--- config.mk ---
export PLATFORM = sky130hd
export DESIGN_NAME = gpr_file
export DESIGN_NICKNAME = d
export VERILOG_FILES = /design/src/rtl/gpr_file.sv
export SDC_FILE = /design/constraint.sdc
export NUM_CORES = 2
export LEC_CHECK = 0
export CAP_MARGIN = 20
export CORE_AREA = 8 8 464 466
export DETAILED_ROUTE_END_ITERATION = 6
export DIE_AREA = 0 0 472 474
export SYNTH_ARGS = -nofsm -noshare
export SYNTH_HDL_FRONTEND = slang
export SYNTH_SLANG_ARGS = --single-unit
--- constraint.sdc ---
create_clock -name clock -period 105.6 [get_ports clock]
set_clock_uncertainty 0.05 [all_clocks]
set_input_delay 21.12 -clock clock [delete_from_list [all_inputs] [get_ports clock]]
set_output_delay 21.12 -clock clock [all_outputs]
set_load 0.005 [all_outputs]
--- src/rtl/gpr_file.sv ---
// RV32 general-purpose register file: two combinational read ports, one write-back port,
// x0 hardwired to zero, plus retire counter and snapshot strobe for the display stage.
module gpr_file #(
    parameter int XLEN   = 32,
    parameter bit BYPASS = 1'b1
) (
    input  logic            clock,
    input  logic            reset,
    input  logic [4:0]      rs1_addr,
    output logic [XLEN-1:0] rs1_data,
    input  logic [4:0]      rs2_addr,
    output logic [XLEN-1:0] rs2_data,
    input  logic            wen,
    input  logic [4:0]      rd_addr,
    input  logic [XLEN-1:0] rd_data,
    input  logic            commit_valid,
    output logic [63:0]     instret,
    output logic            snap_valid,
    output logic [XLEN-1:0] regs_0,
    output logic [XLEN-1:0] regs_1,
    output logic [XLEN-1:0] regs_2,
    output logic [XLEN-1:0] regs_3,
    output logic [XLEN-1:0] regs_4,
    output logic [XLEN-1:0] regs_5,
    output logic [XLEN-1:0] regs_6,
    output logic [XLEN-1:0] regs_7,
    output logic [XLEN-1:0] regs_8,
    output logic [XLEN-1:0] regs_9,
    output logic [XLEN-1:0] regs_10,
    output logic [XLEN-1:0] regs_11,
    output logic [XLEN-1:0] regs_12,
    output logic [XLEN-1:0] regs_13,
    output logic [XLEN-1:0] regs_14,
    output logic [XLEN-1:0] regs_15,
    output logic [XLEN-1:0] regs_16,
    output logic [XLEN-1:0] regs_17,
    output logic [XLEN-1:0] regs_18,
    output logic [XLEN-1:0] regs_19,
    output logic [XLEN-1:0] regs_20,
    output logic [XLEN-1:0] regs_21,
    output logic [XLEN-1:0] regs_22,
    output logic [XLEN-1:0] regs_23,
    output logic [XLEN-1:0] regs_24,
    output logic [XLEN-1:0] regs_25,
    output logic [XLEN-1:0] regs_26,
    output logic [XLEN-1:0] regs_27,
    output logic [XLEN-1:0] regs_28,
    output logic [XLEN-1:0] regs_29,
    output logic [XLEN-1:0] regs_30,
    output logic [XLEN-1:0] regs_31
);

    // Entry 0 is reset to zero and never written, so it doubles as the x0 constant.
    logic [XLEN-1:0] regs_r [0:31];
    logic [63:0]     instret_r;
    logic            snap_r;
    logic            fwd_s;
    logic            do_write_s;

    assign fwd_s      = wen && commit_valid;
    assign do_write_s = fwd_s && (rd_addr != 5'd0);

    // Architectural register storage with write-back port.
    always_ff @(posedge clock or posedge reset) begin
        if (reset) begin
            for (int i = 0; i < 32; i++) begin
                regs_r[i] <= {XLEN{1'b0}};
            end
        end else if (do_write_s) begin
            regs_r[rd_addr] <= rd_data;
        end
    end

    // Retire counter and snapshot strobe (strobe follows the retiring edge by one cycle).
    always_ff @(posedge clock or posedge reset) begin
        if (reset) begin
            instret_r <= 64'd0;
            snap_r    <= 1'b0;
        end else begin
            if (commit_valid) begin
                instret_r <= instret_r + 64'd1;
            end
            snap_r <= commit_valid;
        end
    end

    // Read port 1: x0 first, then optional same-cycle forwarding, then storage.
    always_comb begin
        rs1_data = {XLEN{1'b0}};
        if (rs1_addr == 5'd0) begin
            rs1_data = {XLEN{1'b0}};
        end else if ((BYPASS == 1'b1) && fwd_s && (rd_addr == rs1_addr)) begin
            rs1_data = rd_data;
        end else begin
            rs1_data = regs_r[rs1_addr];
        end
    end

    // Read port 2: resolved independently of port 1.
    always_comb begin
        rs2_data = {XLEN{1'b0}};
        if (rs2_addr == 5'd0) begin
            rs2_data = {XLEN{1'b0}};
        end else if ((BYPASS == 1'b1) && fwd_s && (rd_addr == rs2_addr)) begin
            rs2_data = rd_data;
        end else begin
            rs2_data = regs_r[rs2_addr];
        end
    end

    assign instret    = instret_r;
    assign snap_valid = snap_r;

    // Display exports come straight from storage and are never forwarded.
    assign regs_0  = regs_r[0];
    assign regs_1  = regs_r[1];
    assign regs_2  = regs_r[2];
    assign regs_3  = regs_r[3];
    assign regs_4  = regs_r[4];
    assign regs_5  = regs_r[5];
    assign regs_6  = regs_r[6];
    assign regs_7  = regs_r[7];
    assign regs_8  = regs_r[8];
    assign regs_9  = regs_r[9];
    assign regs_10 = regs_r[10];
    assign regs_11 = regs_r[11];
    assign regs_12 = regs_r[12];
    assign regs_13 = regs_r[13];
    assign regs_14 = regs_r[14];
    assign regs_15 = regs_r[15];
    assign regs_16 = regs_r[16];
    assign regs_17 = regs_r[17];
    assign regs_18 = regs_r[18];
    assign regs_19 = regs_r[19];
    assign regs_20 = regs_r[20];
    assign regs_21 = regs_r[21];
    assign regs_22 = regs_r[22];
    assign regs_23 = regs_r[23];
    assign regs_24 = regs_r[24];
    assign regs_25 = regs_r[25];
    assign regs_26 = regs_r[26];
    assign regs_27 = regs_r[27];
    assign regs_28 = regs_r[28];
    assign regs_29 = regs_r[29];
    assign regs_30 = regs_r[30];
    assign regs_31 = regs_r[31];

endmodule
==> impl_metrics.ini <==
[sta]
min_period_ps = 47160
final_hold_viol_count = 0
clock.fmax_mhz = 21.2
tightest_slew_ps = 1190
setup_viol = 0
setup_tns_ps = 0
relSlewSlack = 0.209
slew_viol_final = 0
rsz0062_at_grt = no
fin_crit_sh = 0.447

[setup_path]
cp_max_fo = 53
ff2ff_path_depth = 5
cp.arrival_ps = 25990
crit_path_max_incr_delay_ps = 810
cp_cell_sequence = buf_8 -> buf_4 -> buf_4 -> buf_4 -> mux2i_1 -> a221oi_1 -> o21ai_0 -> a211oi_1 -> a221o_1 -> clkdlybuf4s50_1
worst_setup_path_end_kind = output port
cp-start-kind = primary input
cp.required_ps = 84430
cpMostUsedCell = buf_4
cp_slowest_cell = buf_4
crit_type = in -> out

[clock_tree]
numCtsBuffers = 135
cts_hold_buf = 0
cts_tree = built
postCtsSetupBuffers = 0
ctsRootBufferMaster = clkbuf_16
clockBufferDepth = 3
ctsResizeCount = 0
cts.sinks = 1089
htree_num_levels = 4
worst_skew_pair.late_latency_ps = 800
clk_pin_slew_worst_paths_ps = 60

[outcome]
outcome = finished, final reports clean

[route]
ant_nets = 0
num_vias = 46300
wl_per_cell_um = 42.4
route.detailed.drc = 0
drtIter0Drc = 4724
dr.pass1.iters = 6
wl_mm = 334
via_per_inst = 5.88

[global_route]
grt_util_met1 = 0.353
grt_busiest_layer = met2
antenna_found_initial = 31
met3_usage = 0.114
grt_use_met2 = 0.446
grt_pass1_vias = 46700
grt_overflow_total = 0
track_usage = 0.288
grt_pass1_wl_mm = 445
grt_max_degree = 171

[yosys]
syn_area_per_cell_um2 = 14.6
ys_seq_area_frac = 0.466
synth_area_um2 = 58500
yosys_warnings = 0
synth_cell_types = 54
synth_cells = 4002
ys_seq_elements = 1089
async_flop_share = 1.00
synth_edf_count = 0
synth_ff_type = dfrtp_1
syn-num-nets = 4054

[placement]
place_congestion = 0.868
dp_hpwl_mm = 232
post-place-cells = 7621
port_buffers = 1203

[final_layout]
post_route_cells_drive_above_1_share = 0.365
final_cell_mix = clkdlybuf4s50_1 (1194), dfrtp_1 (1089), mux2_2 (997)
largest_reg_flops = 64
nets = 5097
fin_cells = 7882
layout_commonest_cell = clkdlybuf4s50_1
syn_to_final_growth_pct = 33.4
fill_cells = 19900

[power]
comb_power_share = 0.248
ir_drop_v = 0.0000156
power.share.clock = 0.359
p_sw_frac = 0.312
intPower_uw = 946
switchingPower_uw = 428
p_per_area_nw_per_um2 = 17.6
p_leak_nw = 33.3
seqPwrFrac = 0.393

[floorplan]
die_width_um = 472
die_area_um2 = 224000
coreArea_um2 = 208000
initial_utilization = 0.281
rows = 168
die_h_um = 474
io_pins = 1204

[min_path]
hold_path_class = reg -> reg
whs_path_depth = 0

[flow_run]
drv_cap = 0
==> power groups by stage <==
stage / clock network [mW] / registers, mW / logic (mW)
floorplan: 0 / 0.522 / 0.141
global placement: 0 / 0.541 / 0.339
detailed placement: 0 / 0.544 / 0.340
CTS: 0.501 / 0.537 / 0.343
global route: 0.517 / 0.545 / 0.358
finish: 0.493 / 0.540 / 0.341
==> stage by stage <==
stage	worst slack (ps)	power, mW	util	hold WS [ps]	cell area, µm²
2_1_floorplan	53770	0.663	-	415	58500
3_3_place_gp	58430	0.880	0.351	353	73000
4_1_cts	58470	1.38	0.374	369	77800
3_5_place_dp	58490	0.884	0.351	356	73100
6_report	58440	1.37	0.375	368	78000
5_1_grt	58030	1.42	0.375	390	78000
==> layer usage <==
layer,routed length [µm],share of wire
met1,127000,0.38
met2,150000,0.45
met3,38100,0.11
met4,18800,0.056
met5,23,0.000069
==> final cells by class <==
class | instances | area (µm²) | area share
Timing Repair Buffer | 1350 | 13400 | 0.172
Inverter | 15 | 66.3 | 0.000850
Clock buffer | 191 | 3910 | 0.0501
Sequential cell | 1089 | 27300 | 0.349
Antenna cell | 11 | 27.5 | 0.000353
Clock inverter | 52 | 797 | 0.0102
Multi-Input combinational cell | 2454 | 29200 | 0.374
Tap cell | 2720 | 3400 | 0.0436
==> critical path, delay by kind of cell <==
family | cells | cell delay (ps)
mux | 1 | 170
compound gates | 4 | 1490
buf+inv | 5 | 3040
==> Yosys cell counts (all sizes together) (2+ instances only) <==
master     n  area (µm²)
nor3      41         205
nor3b      4        30.0
dfrtp   1089       27300
a211o     52         455
nand2b     7        43.8
or2        4        25.0
nand2     56         210
clkbuf   207         777
nor2      45         169
xnor2     40         350
inv       15        56.3
o22ai      5        31.3
o21ai     30         150
a211oi   139        1050
and2      16         100
nor4       8        50.1
o21bai     4        30.0
nand4     16         100
a21oi     42         210
a22oi     57         428
a221o     23         230
mux2     997       11200
mux4     445       10000
nand3b     4        30.0
o221a      5        56.3
xor2      33         289
nor2b     65         407
buf      237        1590
nand3     27         135
a311oi     2        17.5
or3        2        12.5
and4      10        87.6
a221oi    46         434
and3      15        93.8
mux2i    201        2010
a31oi      4        25.0
==> path summary, 6_finish.rpt <==
path	start	to	slack, ps
max reg2reg	instret[6]$_DFFE_PP0P_	instret[63]$_DFFE_PP0P_	103050
min reg2reg	regs_0[21]$_DFFE_PP0P_	regs_0[21]$_DFFE_PP0P_	370
min in group asynchronous	reset	regs_17[30]$_DFFE_PP0P_	20730
max	rs1_addr[0]	rs1_data[28]	58440
max in group asynchronous	reset	regs_4[13]$_DFFE_PP0P_	80240
min	regs_0[21]$_DFFE_PP0P_	regs_0[21]$_DFFE_PP0P_	370
==> cells by family after synthesis <==
kind of cell	synth area share
AOI/OAI and AO/OA	0.0543
adders and majority gates	0.000214
DFF	0.466
buffers and inverters	0.0414
and+or+nand+nor	0.0293
xor gates and xnor gates	0.0109
muxes	0.398
Power figures use the tool's default switching activity.
